==> config.mk <==
export PLATFORM = sky130hd
export DESIGN_NAME = cpu_control
export DESIGN_NICKNAME = d
export VERILOG_FILES = /design/src/rtl/cpu_pkg.sv /design/src/rtl/cpu_control_opcode_decode.sv /design/src/rtl/cpu_control.sv
export SDC_FILE = /design/constraint.sdc
export NUM_CORES = 1
export LEC_CHECK = 0
export CORE_MARGIN = 1
export CORE_UTILIZATION = 41
export CTS_CLUSTER_DIAMETER = 100
export CTS_CLUSTER_SIZE = 28
export DETAILED_ROUTE_END_ITERATION = 16
export PLACE_DENSITY = 0.84
export SETUP_SLACK_MARGIN = 0.02
export SLEW_MARGIN = 20
export SYNTH_ARGS = -nofsm -noshare
export SYNTH_HDL_FRONTEND = slang
export SYNTH_HIERARCHICAL = 1
export SYNTH_SLANG_ARGS = --single-unit
==> constraint.sdc <==
create_clock -name clk -period 3.01 [get_ports clk]
set_input_delay 0.7525 -clock clk [delete_from_list [all_inputs] [get_ports clk]]
set_output_delay 0.7525 -clock clk [all_outputs]
set_load 0.05 [all_outputs]
==> src/rtl/cpu_pkg.sv <==
// cpu_pkg - shared types and constants for the 16-bit accumulator/register CPU.
// Imported by the control unit, the opcode decoder and the datapath.
//   opcode_e     : IR[15:12] opcode values
//   state_e      : control FSM states (also exported on the debug port)
//   alu_op_e     : ALU operation select
//   pc_sel_e     : PC next-value source
//   alu_b_sel_e  : ALU B operand source
//   instr_class_t: one-hot-ish instruction class produced by opcode_decode
package cpu_pkg;

    localparam int IR_W      = 16;
    localparam int OPC_MSB   = 15;
    localparam int OPC_LSB   = 12;
    localparam int RD_MSB    = 11;
    localparam int RD_LSB    = 9;
    localparam int RS1_MSB   = 8;
    localparam int RS1_LSB   = 6;
    localparam int RS2_MSB   = 5;
    localparam int RS2_LSB   = 3;
    localparam int IMM6_MSB  = 5;
    localparam int IMM9_MSB  = 8;
    localparam int IMM12_MSB = 11;

    typedef enum logic [3:0] {
        OP_NOP  = 4'h0,
        OP_ADD  = 4'h1,
        OP_SUB  = 4'h2,
        OP_AND  = 4'h3,
        OP_OR   = 4'h4,
        OP_ADDI = 4'h5,
        OP_LDI  = 4'h6,
        OP_LD   = 4'h7,
        OP_ST   = 4'h8,
        OP_BEQ  = 4'h9,
        OP_JMP  = 4'hA,
        OP_HALT = 4'hF
    } opcode_e;

    typedef enum logic [2:0] {
        ST_IDLE   = 3'd0,
        ST_FETCH  = 3'd1,
        ST_DECODE = 3'd2,
        ST_EXEC   = 3'd3,
        ST_MEM    = 3'd4,
        ST_WB     = 3'd5,
        ST_BRANCH = 3'd6,
        ST_HALT   = 3'd7
    } state_e;

    typedef enum logic [2:0] {
        ALU_ADD    = 3'd0,
        ALU_SUB    = 3'd1,
        ALU_AND    = 3'd2,
        ALU_OR     = 3'd3,
        ALU_PASS_B = 3'd4
    } alu_op_e;

    typedef enum logic [1:0] {
        PC_SEL_INC    = 2'd0,
        PC_SEL_BRANCH = 2'd1,
        PC_SEL_JUMP   = 2'd2
    } pc_sel_e;

    typedef enum logic [1:0] {
        B_SEL_REG  = 2'd0,
        B_SEL_SE1  = 2'd1,
        B_SEL_SE2  = 2'd2
    } alu_b_sel_e;

    typedef struct packed {
        logic is_alu;
        logic is_alui;
        logic is_ldi;
        logic is_ld;
        logic is_st;
        logic is_beq;
        logic is_jmp;
        logic is_halt;
        logic is_nop;
    } instr_class_t;

endpackage

==> src/rtl/cpu_control_opcode_decode.sv <==
// opcode_decode - combinational opcode to instruction-class decoder.
//   opcode : IR[15:12]
//   cls    : instruction class flags (exactly one set)
//   alu_op : ALU operation for register-register ALU instructions
module opcode_decode
    import cpu_pkg::*;
#(
    parameter int OPC_W = 4
) (
    input  logic [OPC_W-1:0] opcode,
    output instr_class_t     cls,
    output alu_op_e          alu_op
);

    always_comb begin
        cls    = '0;
        alu_op = ALU_ADD;
        case (opcode_e'(opcode))
            OP_ADD:  begin cls.is_alu = 1'b1; alu_op = ALU_ADD; end
            OP_SUB:  begin cls.is_alu = 1'b1; alu_op = ALU_SUB; end
            OP_AND:  begin cls.is_alu = 1'b1; alu_op = ALU_AND; end
            OP_OR:   begin cls.is_alu = 1'b1; alu_op = ALU_OR;  end
            OP_ADDI: cls.is_alui = 1'b1;
            OP_LDI:  cls.is_ldi  = 1'b1;
            OP_LD:   cls.is_ld   = 1'b1;
            OP_ST:   cls.is_st   = 1'b1;
            OP_BEQ:  cls.is_beq  = 1'b1;
            OP_JMP:  cls.is_jmp  = 1'b1;
            OP_HALT: cls.is_halt = 1'b1;
            // NOP and the unassigned opcodes B..E
            default: cls.is_nop  = 1'b1;
        endcase
    end

endmodule

==> src/rtl/cpu_control.sv <==
// cpu_control - multi-cycle control FSM for the 16-bit accumulator/register CPU.
//
// state  | meaning
// IDLE   | stopped, waiting for run
// FETCH  | IR <= imem[PC], PC <= PC+1
// DECODE | A/B <= regfile, opcode latched for the rest of the instruction
// EXEC   | ALU operation, address calculation or jump
// MEM    | data-memory access, held until mem_ready
// WB     | register-file write from ACC or MDR
// BRANCH | conditional PC <= PC+se_2 when flag_z
// HALT   | absorbing stop, left only through rst
//
// Ports: clk, rst (sync active-high), run, opcode (IR[15:12]), flag_z,
// mem_ready in; datapath strobes/selects, halted and debug state out.
module cpu_control
    import cpu_pkg::*;
#(
    parameter int OPC_W = 4
) (
    input  logic             clk,
    input  logic             rst,
    input  logic             run,
    input  logic [OPC_W-1:0] opcode,
    input  logic             flag_z,
    input  logic             mem_ready,
    output logic             pc_we,
    output logic [1:0]       pc_sel,
    output logic             ir_we,
    output logic             a_we,
    output logic             b_we,
    output logic [2:0]       alu_op,
    output logic [1:0]       alu_b_sel,
    output logic             acc_we,
    output logic             flags_we,
    output logic             mar_we,
    output logic             mdr_we,
    output logic             mem_req,
    output logic             ram_we,
    output logic             rf_we,
    output logic             rf_wsel,
    output logic             halted,
    output logic [2:0]       state
);

    state_e           state_q;
    state_e           state_d;
    logic [OPC_W-1:0] opc_q;
    logic [OPC_W-1:0] dec_opc;
    instr_class_t     cls;
    alu_op_e          dec_alu_op;

    // The IR is loaded at the end of FETCH, so DECODE sees the live opcode;
    // later states use the copy taken in DECODE so IR changes are ignored.
    assign dec_opc = (state_q == ST_DECODE) ? opcode : opc_q;

    opcode_decode #(.OPC_W(OPC_W)) u_dec (
        .opcode (dec_opc),
        .cls    (cls),
        .alu_op (dec_alu_op)
    );

    always_ff @(posedge clk) begin
        if (rst) begin
            state_q <= ST_IDLE;
            opc_q   <= '0;
        end else begin
            state_q <= state_d;
            if (state_q == ST_DECODE) begin
                opc_q <= opcode;
            end
        end
    end

    always_comb begin
        state_d   = state_q;
        pc_we     = 1'b0;
        pc_sel    = PC_SEL_INC;
        ir_we     = 1'b0;
        a_we      = 1'b0;
        b_we      = 1'b0;
        alu_op    = ALU_ADD;
        alu_b_sel = B_SEL_REG;
        acc_we    = 1'b0;
        flags_we  = 1'b0;
        mar_we    = 1'b0;
        mdr_we    = 1'b0;
        mem_req   = 1'b0;
        ram_we    = 1'b0;
        rf_we     = 1'b0;
        rf_wsel   = 1'b0;
        halted    = 1'b0;

        case (state_q)
            ST_IDLE: begin
                if (run) begin
                    state_d = ST_FETCH;
                end
            end
            ST_FETCH: begin
                ir_we   = 1'b1;
                pc_we   = 1'b1;
                pc_sel  = PC_SEL_INC;
                state_d = ST_DECODE;
            end
            ST_DECODE: begin
                a_we = 1'b1;
                b_we = 1'b1;
                if (cls.is_nop) begin
                    state_d = ST_FETCH;
                end else if (cls.is_halt) begin
                    state_d = ST_HALT;
                end else begin
                    state_d = ST_EXEC;
                end
            end
            ST_EXEC: begin
                state_d = ST_FETCH;
                if (cls.is_alu) begin
                    alu_op    = dec_alu_op;
                    alu_b_sel = B_SEL_REG;
                    acc_we    = 1'b1;
                    flags_we  = 1'b1;
                    state_d   = ST_WB;
                end else if (cls.is_alui) begin
                    alu_op    = ALU_ADD;
                    alu_b_sel = B_SEL_SE1;
                    acc_we    = 1'b1;
                    flags_we  = 1'b1;
                    state_d   = ST_WB;
                end else if (cls.is_ldi) begin
                    alu_op    = ALU_PASS_B;
                    alu_b_sel = B_SEL_SE2;
                    acc_we    = 1'b1;
                    state_d   = ST_WB;
                end else if (cls.is_ld || cls.is_st) begin
                    alu_op    = ALU_ADD;
                    alu_b_sel = B_SEL_SE1;
                    mar_we    = 1'b1;
                    state_d   = ST_MEM;
                end else if (cls.is_beq) begin
                    alu_op    = ALU_SUB;
                    alu_b_sel = B_SEL_REG;
                    flags_we  = 1'b1;
                    state_d   = ST_BRANCH;
                end else if (cls.is_jmp) begin
                    pc_we     = 1'b1;
                    pc_sel    = PC_SEL_JUMP;
                end
            end
            ST_MEM: begin
                mem_req = 1'b1;
                ram_we  = cls.is_st;
                if (mem_ready) begin
                    if (cls.is_ld) begin
                        mdr_we  = 1'b1;
                        state_d = ST_WB;
                    end else begin
                        state_d = ST_FETCH;
                    end
                end
            end
            ST_WB: begin
                rf_we   = 1'b1;
                rf_wsel = cls.is_ld;
                state_d = ST_FETCH;
            end
            ST_BRANCH: begin
                pc_sel  = PC_SEL_BRANCH;
                pc_we   = flag_z;
                state_d = ST_FETCH;
            end
            ST_HALT: begin
                halted = 1'b1;
            end
            default: state_d = ST_IDLE;
        endcase
    end

    assign state = state_q;

endmodule

==> results.cfg, run 1 <==
[synth]
synth_top_family_by_area = simple AND/OR/NAND/NOR gates
synthTopCellsByArea = dfxtp_1 (19%), nor2_1 (8.6%), nor3_1 (6.0%)
syn_area_per_cell_um2 = 7.17
synth_fa_ha_area_frac = 0
synthCells = 104
yosys.cell_types.count = 39
yosysTopAreaCellShare = 0.188
synth_largest_area_cell = dfxtp_1
netlist_area_um2 = 746
synth.net_count = 113
synth_compound_area_frac = 0.146
async_reset_ff_frac = 0
synth_xor_area_frac = 0.0117
muxShareOfSynthArea = 0.0604
yosysSeqAreaShare = 0.188
synth_edf_count = 0
synthSimpleGateAreaFrac = 0.508
synth-seq-cells = 7
yosysWarnings = 6
synth_ff_type = dfxtp_1

[clocking]
cts_made_buffers = 3
cts_hold_buf = 0
cts_num_sinks = 7
cts.htree.levels = 1
clockBufferDepth = 2
cts-root-buf = clkbuf_4

[place]
portBuffers = 31
gp_congestion = 0.828
dp_slack_ns = -0.493
dp_hpwl_um = 1960

[floorplan]
fp.dieH_um = 44.6
ioPinCount = 32
rows = 15
start_util = 0.437
die_w_um = 44.6

[global_route]
antenna_found_initial = 0
grt_max_degree = 13

[timing]
worst_endpoint = pc_we
worst-ep-kind = primary output

[status]
status = did not finish
stop_error = [ERROR DPL-0033] detailed placement checks failed during check placement.
lastStage = global routing
[Yosys cell counts (2+ instances only)]
library cell,count
mux2_2,4
nor3_1,9
buf_4,3
nand2b_1,6
a21oi_1,5
inv_1,3
nor2b_1,5
nand2_1,8
nor2_1,17
dfxtp_1,7
nand4b_1,3
or3b_1,2
and3_1,2
buf_2,3
and2_1,3
[timing repair]
action	4_1_cts
pin swaps	16
setup endpoints to repair	13
resized for setup	26
hold endpoints to repair	0
buffers inserted	7
[per-stage QoR]
step	hold slack, ns	cells	utilization	TNS [ns]	instance area [um^2]
floorplan	0.568	104	-	-4.62	940
global placement	0.590	174	0.879	-3.89	1500
detailed placement	0.604	174	0.879	-4.35	1500
CTS	0.617	185	0.970	-1.25	1660
[cell families after synthesis]
logic type,after synthesis
muxes,4
xor gates and xnor gates,1
buffers and inverters,10
DFF,7
AOI/OAI and AO/OA,15
and+or+nand+nor,66
other,1
==> run 2: changes to the inputs <==
- CORE_AREA: default -> 2 2 63 65
- CORE_MARGIN: 1 -> default
- CORE_UTILIZATION: 41 -> default
- CTS_CLUSTER_DIAMETER: 100 -> default
- CTS_CLUSTER_SIZE: 28 -> default
- DIE_AREA: default -> 0 0 65 67
- PLACE_DENSITY: 0.84 -> default
- PLACE_DENSITY_LB_ADDON: default -> 0.15
- SETUP_SLACK_MARGIN: 0.02 -> default
==> results.cfg, run 2 <==
[pwr]
power.switching_w = 0.0000998
switching_share = 0.293
combPwrFrac = 0.333
p_leak_nw = 0.614
p_int_w = 0.000241
seqPwrFrac = 0.284
p_total_w = 0.000341
p_per_area_nw_per_um2 = 199
vdd_drop_max_v = 0.000216
pwr-share-clk = 0.383

[setup_path]
cp_cell_sequence = nor3b_4 -> buf_6 -> mux2_4 -> or3b_4 -> a21oi_4 -> or3_4 -> and3_4 -> buf_12
crit_type = reg -> out
r2r_setup_slack_ns = 0.50
end_kind = output pin
required_ns = 2.26
crit_path_top_delay_cell = or3b_4
path_max_fanout = 4
critPathLaunchType = flip-flop
worstPathArrival_ns = 2.42
worst_path_largest_cell_delay_ns = 0.42

[routing]
firstDrtPassIters = 4
wirelength_um = 2440
post_drt_wl_per_cell_um = 11.5
dr.first_iter.drc_count = 44
drc_errors = 0
vias_per_cell = 4.47
vias = 944
final_antenna_net_count = 0

[clocking]
clkTransAtPathRegs_ns = 0.04
cts_hold_buf = 0
cts_num_sinks = 7
clockBufferDepth = 2
cts_tree = yes
clk_latency_ns = 0.22
cts_made_buffers = 3
cts.htree.levels = 1
cts-root-buf = clkbuf_8

[synth]
yosysSeqAreaShare = 0.188
yosysWarnings = 6
yosys-top-cells-count = nor2_1 (17), nor3_1 (9), nand2_1 (8)
synth_largest_area_cell = dfxtp_1
synthTopCellsByArea = dfxtp_1 (19%), nor2_1 (8.6%), nor3_1 (6.0%)
synth_edf_count = 0
syn_area_per_cell_um2 = 7.17
synth.net_count = 113
async_reset_ff_frac = 0
synth-seq-cells = 7
netlist_area_um2 = 746
synthCells = 104
synth_ff_type = dfxtp_1
yosysMostFrequentCell = nor2_1
yosys.cell_types.count = 39
yosysTopAreaCellShare = 0.188

[layout]
antenna_cells = 0
final_common_cell = buf_4
final_cell_count_no_fill = 211
num-nets-final = 173
final_cell_mix = buf_4 (27), clkdlybuf4s50_1 (14), buf_12 (12), nor2_1 (8)
layout-drive-gt1-share = 0.546
final_util = 0.475
largest_reg_flops = 4
regMostFlops = opc_q
area_growth_pct = 130

[place]
dp_cells = 200
dp_slack_ns = -0.406
portBuffers = 31
dp_hpwl_um = 1880
gp_congestion = 0.783

[timing]
finalSetupViolations = 10
finClkSkew_ns = 0.00175
rsz0062_at_grt = yes
fin_crit_sh = 1.05
setup_slack_ns = -0.163
finalMaxSlewViolations = 0
min_period_ns = 3.17
finalHoldViolCount = 0
max_freq_ghz = 0.315

[global_route]
grt_max_degree = 13
grt_use_total = 0.124
antenna_found_initial = 0
grt_pass1_vias = 962
grt_pass1_wl_um = 4250
grt-ovfl-total = 0

[floorplan]
coreArea_um2 = 3610
rows = 22
die_w_um = 65
fp.dieH_um = 67
start_util = 0.207
ioPinCount = 32
die_area_um2 = 4360

[job]
drv_cap = 0

[min_path]
hp-class = reg -> reg

[status]
violations = negative setup slack
status = complete, but fails checks
## run 2: cell counts after synthesis
Identical to the previous run, type by type.
## run 2: power groups by stage
stage	Clock, W	Combinational (W)	Sequential, W
after detailed placement	0	0.000108	0.0000980
after global placement	0	0.000107	0.0000979
after global routing	0.000143	0.000122	0.0000967
after CTS	0.000136	0.000114	0.0000965
final	0.000130	0.000114	0.0000966
after floorplan	0	0.0000624	0.000103
## run 2: cells by family (layout without fill, tap and decap cells)
| family | after synthesis | after routing | share of synthesized area |
|---|---|---|---|
| and+or+nand+nor | 66 | 66 | 0.508 |
| AOI/OAI and AO/OA | 15 | 15 | 0.146 |
| buffers and inverters | 10 | 69 | 0.0805 |
| DFF | 7 | 7 | 0.188 |
| muxes | 4 | 4 | 0.0604 |
| other | 1 | 1 | 0.00503 |
| xor gates and xnor gates | 1 | 1 | 0.0117 |
## run 2: critical path: cells and delay by family (launching register included)
kind,cells,cell delay [ns]
buffers and inverters,2,0.28
AOI/OAI and AO/OA,1,0.21
and+or+nand+nor,4,1.05
muxes,1,0.33
DFF,1,0.32
## run 2: path summary, 6_finish.rpt
path / from / to / cells after the start
worst min-delay path: state[0] / state[1] / 3
worst max register to register: state[0] / state[1] / 12
worst max-delay path: state[0] / acc_we / 8
worst min register to register: state[0] / state[1] / 3
## run 2: layout make-up
class | instances | area, um^2
Multi-Input combinational cell | 87 | 773
Timing Repair Buffer | 62 | 676
Inverter | 3 | 11.3
Sequential cell | 7 | 146
Fill cell | 341 | 1890
Clock buffer | 4 | 45.0
Tap cell | 48 | 60.1
## run 2: per-layer routing
layer  GRT usage  up-vias  wire (um)
met2       0.241       22       1320
met1       0.134      437        969
met3      0.0270        4        108
met4      0.0293        0         34
li1            -      481          -
met5           0        -          0
## run 2: stage by stage
stage          setup TNS (ns)  instance area (um^2)  hold slack [ns]
2_1_floorplan           -4.62                   938            0.568
3_3_place_gp            -3.70                  1550            0.623
3_5_place_dp            -3.78                  1550            0.629
4_1_cts                 -1.14                  1700            0.734
5_1_grt                 -2.19                  1710            0.758
6_report                -1.16                  1710            0.735
## run 2: repair_timing
| item | 4_1_cts | 5_1_grt |
|---|---|---|
| pin swaps | 10 | 2 |
| setup buffers | 6 | 1 |
| gates resized for setup | 20 | 0 |
| cloned | 0 | 0 |
| endpoints found under the setup margin | 13 | 11 |
| hold endpoints to repair | 0 | 0 |
Power figures use the tool's default switching activity.
==> run 3: changes to the inputs <==
- SYNTH_HIERARCHICAL: 1 -> default
==> results.cfg, run 3 <==
[layout]
fillCellCount = 360
final_cell_mix = buf_4 (16), clkdlybuf4s50_1 (14), buf_12 (11), a21oi_1 (9)
num-nets-final = 152
regArea_um2 = 151
largest_reg_flops = 4
final_common_cell = buf_4
antenna_cells = 0
final_cell_count_no_fill = 190
area_growth_pct = 96.6
regMostFlops = opc_q
final_util = 0.405
layout-drive-gt1-share = 0.380
multi_input_area_um2 = 626

[synth]
synth_xor_area_frac = 0.0236
synth_largest_area_cell = dfxtp_1
yosysWarnings = 0
synth_fa_ha_area_frac = 0
async_reset_ff_frac = 0
synth.net_count = 111
synthSimpleGateAreaFrac = 0.360
yosysSeqAreaShare = 0.189
synthCells = 102
synth-seq-cells = 7
netlist_area_um2 = 743
yosysMostFrequentCell = a21oi_1
synth_edf_count = 0
yosys-top-cells-count = a21oi_1 (11), nand2_1 (8), nor2_1 (8), nor3_1 (8), dfxtp_1 (7)
syn_area_per_cell_um2 = 7.29
synthTopCellsByArea = dfxtp_1 (19%), a21oi_1 (7.4%), mux2i_1 (6.7%)
synth_compound_area_frac = 0.215
yosysTopAreaCellShare = 0.189
synth_ff_type = dfxtp_1
synth_top_family_by_area = simple AND/OR/NAND/NOR gates
yosys.cell_types.count = 43
muxShareOfSynthArea = 0.0825

[timing]
finalHoldViolCount = 0
slew_headroom = 0.664
fin_tns_setup_ns = 0
finalSetupViolations = 0
max_freq_ghz = 0.344
min_period_ns = 2.91
finalMaxSlewViolations = 0
worst_slew_pin_slew_ns = 0.503
fin_crit_sh = 0.966
finClkSkew_ns = 0.000662
rsz0062_at_grt = no

[setup_path]
required_ns = 2.26
crit_type = reg -> out
worstPathArrival_ns = 2.15
critPathLaunchType = flip-flop
path_max_fanout = 10
end_kind = output pin

[clocking]
clk_latency_ns = 0.23
clkTransAtPathRegs_ns = 0.04
cts-root-buf = clkbuf_8
cts.htree.levels = 1
cts_hold_buf = 0
cts_tree = yes
clockBufferDepth = 2
cts_num_sinks = 7
cts_made_buffers = 3

[floorplan]
fp.dieH_um = 67
coreArea_um2 = 3610
ioPinCount = 32
die_w_um = 65
rows = 22
start_util = 0.206
die_area_um2 = 4360

[pwr]
vdd_drop_max_v = 0.000178
p_per_area_nw_per_um2 = 283
combPwrFrac = 0.419
p_total_w = 0.000413
pwr-share-clk = 0.322
seqPwrFrac = 0.259
p_leak_nw = 0.556
power.switching_w = 0.000149
switching_share = 0.360
p_int_w = 0.000265

[global_route]
grt-ovfl-total = 0
grt_max_degree = 13
grt_pass1_wl_um = 4150
grt_pass1_vias = 846
antenna_found_initial = 0
grt_use_total = 0.125

[status]
status = finished, final reports clean

[place]
dp_hpwl_um = 1970
portBuffers = 31
dp_cells = 185
gp_congestion = 0.814

[routing]
firstDrtPassIters = 4
drc_errors = 0
wirelength_um = 2560
dr.first_iter.drc_count = 32
post_drt_wl_per_cell_um = 13.5
final_antenna_net_count = 0
vias = 898
vias_per_cell = 4.73

[job]
drv_cap = 0

[min_path]
hp-class = reg -> reg
## run 3: cell count changes after synthesis, sizes merged, moves of 2 or more
cell and delta:
mux2 -3, clkbuf +3, nand3b +2, a21oi +6, and2 -2, mux2i +5
nand2b -5, nand4b -2, nor2 -9
## run 3: layer usage
layer | vias up | wire length (um) | GRT usage
met4 | 0 | 43 | 0.0771
met5 | - | 0 | 0
met1 | 431 | 1130 | 0.157
met3 | 4 | 63 | 0.0186
li1 | 445 | - | -
met2 | 18 | 1320 | 0.200
## run 3: power groups by stage
stage | Clock [W] | Combinational (W) | Sequential [W]
6_report | 0.000133 | 0.000173 | 0.000107
2_1_floorplan | 0 | 0.0000997 | 0.000114
4_1_cts | 0.000138 | 0.000166 | 0.000107
3_5_place_dp | 0 | 0.000163 | 0.000108
3_3_place_gp | 0 | 0.000164 | 0.000108
5_1_grt | 0.000146 | 0.000185 | 0.000108
## run 3: worst paths after layout
path / to / startpoint / cells past startpoint / slack [ns]
max: alu_op[1] / state[2] / 6 / 0.10
min: opc_q[3] / opc_q[3] / 2 / 0.61
max reg2reg: state[1] / state[2] / 5 / 1.29
min reg2reg: opc_q[3] / opc_q[3] / 2 / 0.61
## run 3: per-stage QoR
| stage | worst slack [ns] | cell area (um^2) | hold slack (ns) |
|---|---|---|---|
| 3_5_place_dp | -0.208 | 1340 | 0.594 |
| 2_1_floorplan | -0.182 | 816 | 0.532 |
| 3_3_place_gp | -0.151 | 1340 | 0.576 |
| 4_1_cts | 0.00339 | 1400 | 0.602 |
| 6_report | 0.104 | 1460 | 0.605 |
| 5_1_grt | 0.0307 | 1460 | 0.626 |
## run 3: kinds of logic after synthesis
kind of cell              Yosys count
and+or+nand+nor                    48
muxes                               6
xor gates and xnor gates            2
AOI/OAI and AO/OA                  24
DFF                                 7
buffers and inverters              15
## run 3: timing repair
action / 4_1_cts / 5_1_grt
resized for setup: 5 / 12
pin swaps: 1 / 4
buffers inserted: 0 / 1
endpoints found under the setup margin: 7 / 6
## run 3: critical path, cell delays in order (launching register included)
cell and delay (ns):
dfxtp_4 0.36, or3b_4 0.40, clkinv_4 0.10, mux2i_2 0.23
or3b_4 0.42, a211oi_4 0.25, buf_12 0.17
## run 3: final cells by class
type                    instances  area share
multi-input cells              80       0.428
repair buffers                 47       0.383
flip-flops and latches          7       0.104
well taps                      48      0.0411
clock buffers                   4      0.0308
inverters                       4      0.0137
==> patch (settings of run 2) <==
`OPC_W` is set to 4 in 2 places; all go to 6.
--- a/src/rtl/cpu_control_opcode_decode.sv
+++ b/src/rtl/cpu_control_opcode_decode.sv
@@ -6,5 +6,5 @@
     import cpu_pkg::*;
 #(
-    parameter int OPC_W = 4
+    parameter int OPC_W = 6
 ) (
     input  logic [OPC_W-1:0] opcode,
--- a/src/rtl/cpu_control.sv
+++ b/src/rtl/cpu_control.sv
@@ -16,5 +16,5 @@
     import cpu_pkg::*;
 #(
-    parameter int OPC_W = 4
+    parameter int OPC_W = 6
 ) (
     input  logic             clk,
Ports: changed (resized opcode); port bits go from 32 to 34. The function was not compared with the original's and may differ.
==> patch against run 2 <==
- the run still ends with negative setup slack left
- count of clock-buffer cells in the layout is the same
- fmax decreased by 4.0%
- final area up 5.8%
- via count rose by 7.3%
- setup slack worse by 130 ps
- core utilization is 2.7 points higher
- synthesized area increased by 0.84%
- sequential cell count did not move
- routed wire length up 10%
- highest routed layer unchanged
Power is not compared: it rests on default switching activity, and its combinational part moved more than twofold at a synthesized area within 25%.
==> patch: results (changes against run 2) <==
status=complete, but fails checks (unchanged); failing checks=negative setup slack (unchanged); initial antenna violation count=0 (unchanged); CP max stage delay=410 ps; clk_lat worst skew=230 ps; root buffer cell=clkbuf_8 (unchanged); Worst Skew=1.47 ps (was 1.75 ps); TritonCTS Sinks=7 (unchanged); Final setup viols=11 (was 10); CP Max Fanout=4 (unchanged); Post-Place Setup Slack=-542 ps (was -406 ps); Fillers=343 (was 341); Slew Limit Headroom=0.666; GRT Util Overall=0.133 (was 0.124); share of post-route cells with drive strength above 1=0.589 (was 0.546); vias in the first global route=1,063 (was 962); Peak VDD IR=0.140 mV; diodes inserted=0 (unchanged); fin nets=187 (was 173); IO Port Bufs=31 (unchanged); cts bufs inserted=3 (unchanged); DR WL met3=98 um (was 108 um); drt pass-1 iters=4 (unchanged); Seq. cell area=146 sq um (unchanged); wire length of the first global-routing pass=4530 um (was 4250 um); Max Used Layer=met4 (unchanged); worst path arrival time=2550 ps (was 2420 ps); drt wl/cell=12.0 um (was 11.5 um); hpwl dp=1880 um (about the same); CP top delay family=simple AND/OR/NAND/NOR gates (unchanged); largest net degree at the start of global routing=14 (was 13); Net Sw Frac=0.379; CTS H-tree depth=1 (unchanged); clk slew on worst S/H paths=40 ps (about the same); 1st-iter DRT viols=50 (was 44); clock buffer depth=2 (unchanged); Detail Route met2 WL=1420 um (was 1320 um); worst min-delay path class=reg -> reg (unchanged); met1 WL=1130 um (was 969 um); Vias=1,013 (was 944); Biggest register=opc_q (unchanged); worst setup margin=-295 ps (was -163 ps); CP max stage cell=or3b_4 (unchanged); GPL Wtd Cong=0.751 (was 0.783); LEAKAGE=0.732 nW; Yosys Warn Count=6 (unchanged); max reg flops=4 (unchanged); Mapped Nets=112 (was 113)
patch: metrics by stage:
stage                     hold slack, ps  cells  cell area [sq um]  TNS (ps)
after detailed placement             636    203               1450     -4740
after CTS                            621    218               1700     -2190
final                                625    223               1810     -2050
after floorplan                      565    101                848     -7310
after global routing                 683    223               1810     -3060
after global placement               628    203               1450     -4660
patch: metal layers:
metal | global-route usage | up-vias
li1 | - | 508
met1 | 0.153 | 479
met2 | 0.245 | 22
met3 | 0.0236 | 4
met4 | 0.0479 | 0
met5 | 0 | -
patch: timing repair:
action,CTS,global route
setup buffers,11,6
setup endpoints to repair,13,12
pin swaps,8,13
gates resized for setup,36,15
patch: worst min-delay path, cell delays in order (launching register included):
cell and delay, ps:
dfxtp_1 300, mux2_4 180, and2_1 120
patch: power by group through the flow:
stage | logic [W] | registers (W) | clock network (W)
after floorplan | 0.000204 | 0.000124 | 0
after global placement | 0.000337 | 0.000107 | 0
after detailed placement | 0.000338 | 0.000108 | 0
after CTS | 0.000420 | 0.000107 | 0.000133
after global routing | 0.000519 | 0.000108 | 0.000143
final | 0.000483 | 0.000107 | 0.000131
patch: worst paths after layout:
| kind | startpoint | end | slack [ps] | depth (start not counted) |
|---|---|---|---|---|
| worst min-delay path | opc_q[2] | opc_q[2] | 620 | 2 |
| worst max-delay path | opcode[0] | pc_we | -290 | 9 |
| worst max register to register | state[2] | state[2] | 210 | 13 |
| worst min register to register | opc_q[2] | opc_q[2] | 620 | 2 |
patch: cell type report:
class | count | area share
Clock buffer | 4 | 0.0249
Inverter | 3 | 0.00622
Timing Repair Buffer | 78 | 0.435
Multi-Input combinational cell | 83 | 0.420
Sequential cell | 7 | 0.0809
Tap cell | 48 | 0.0332
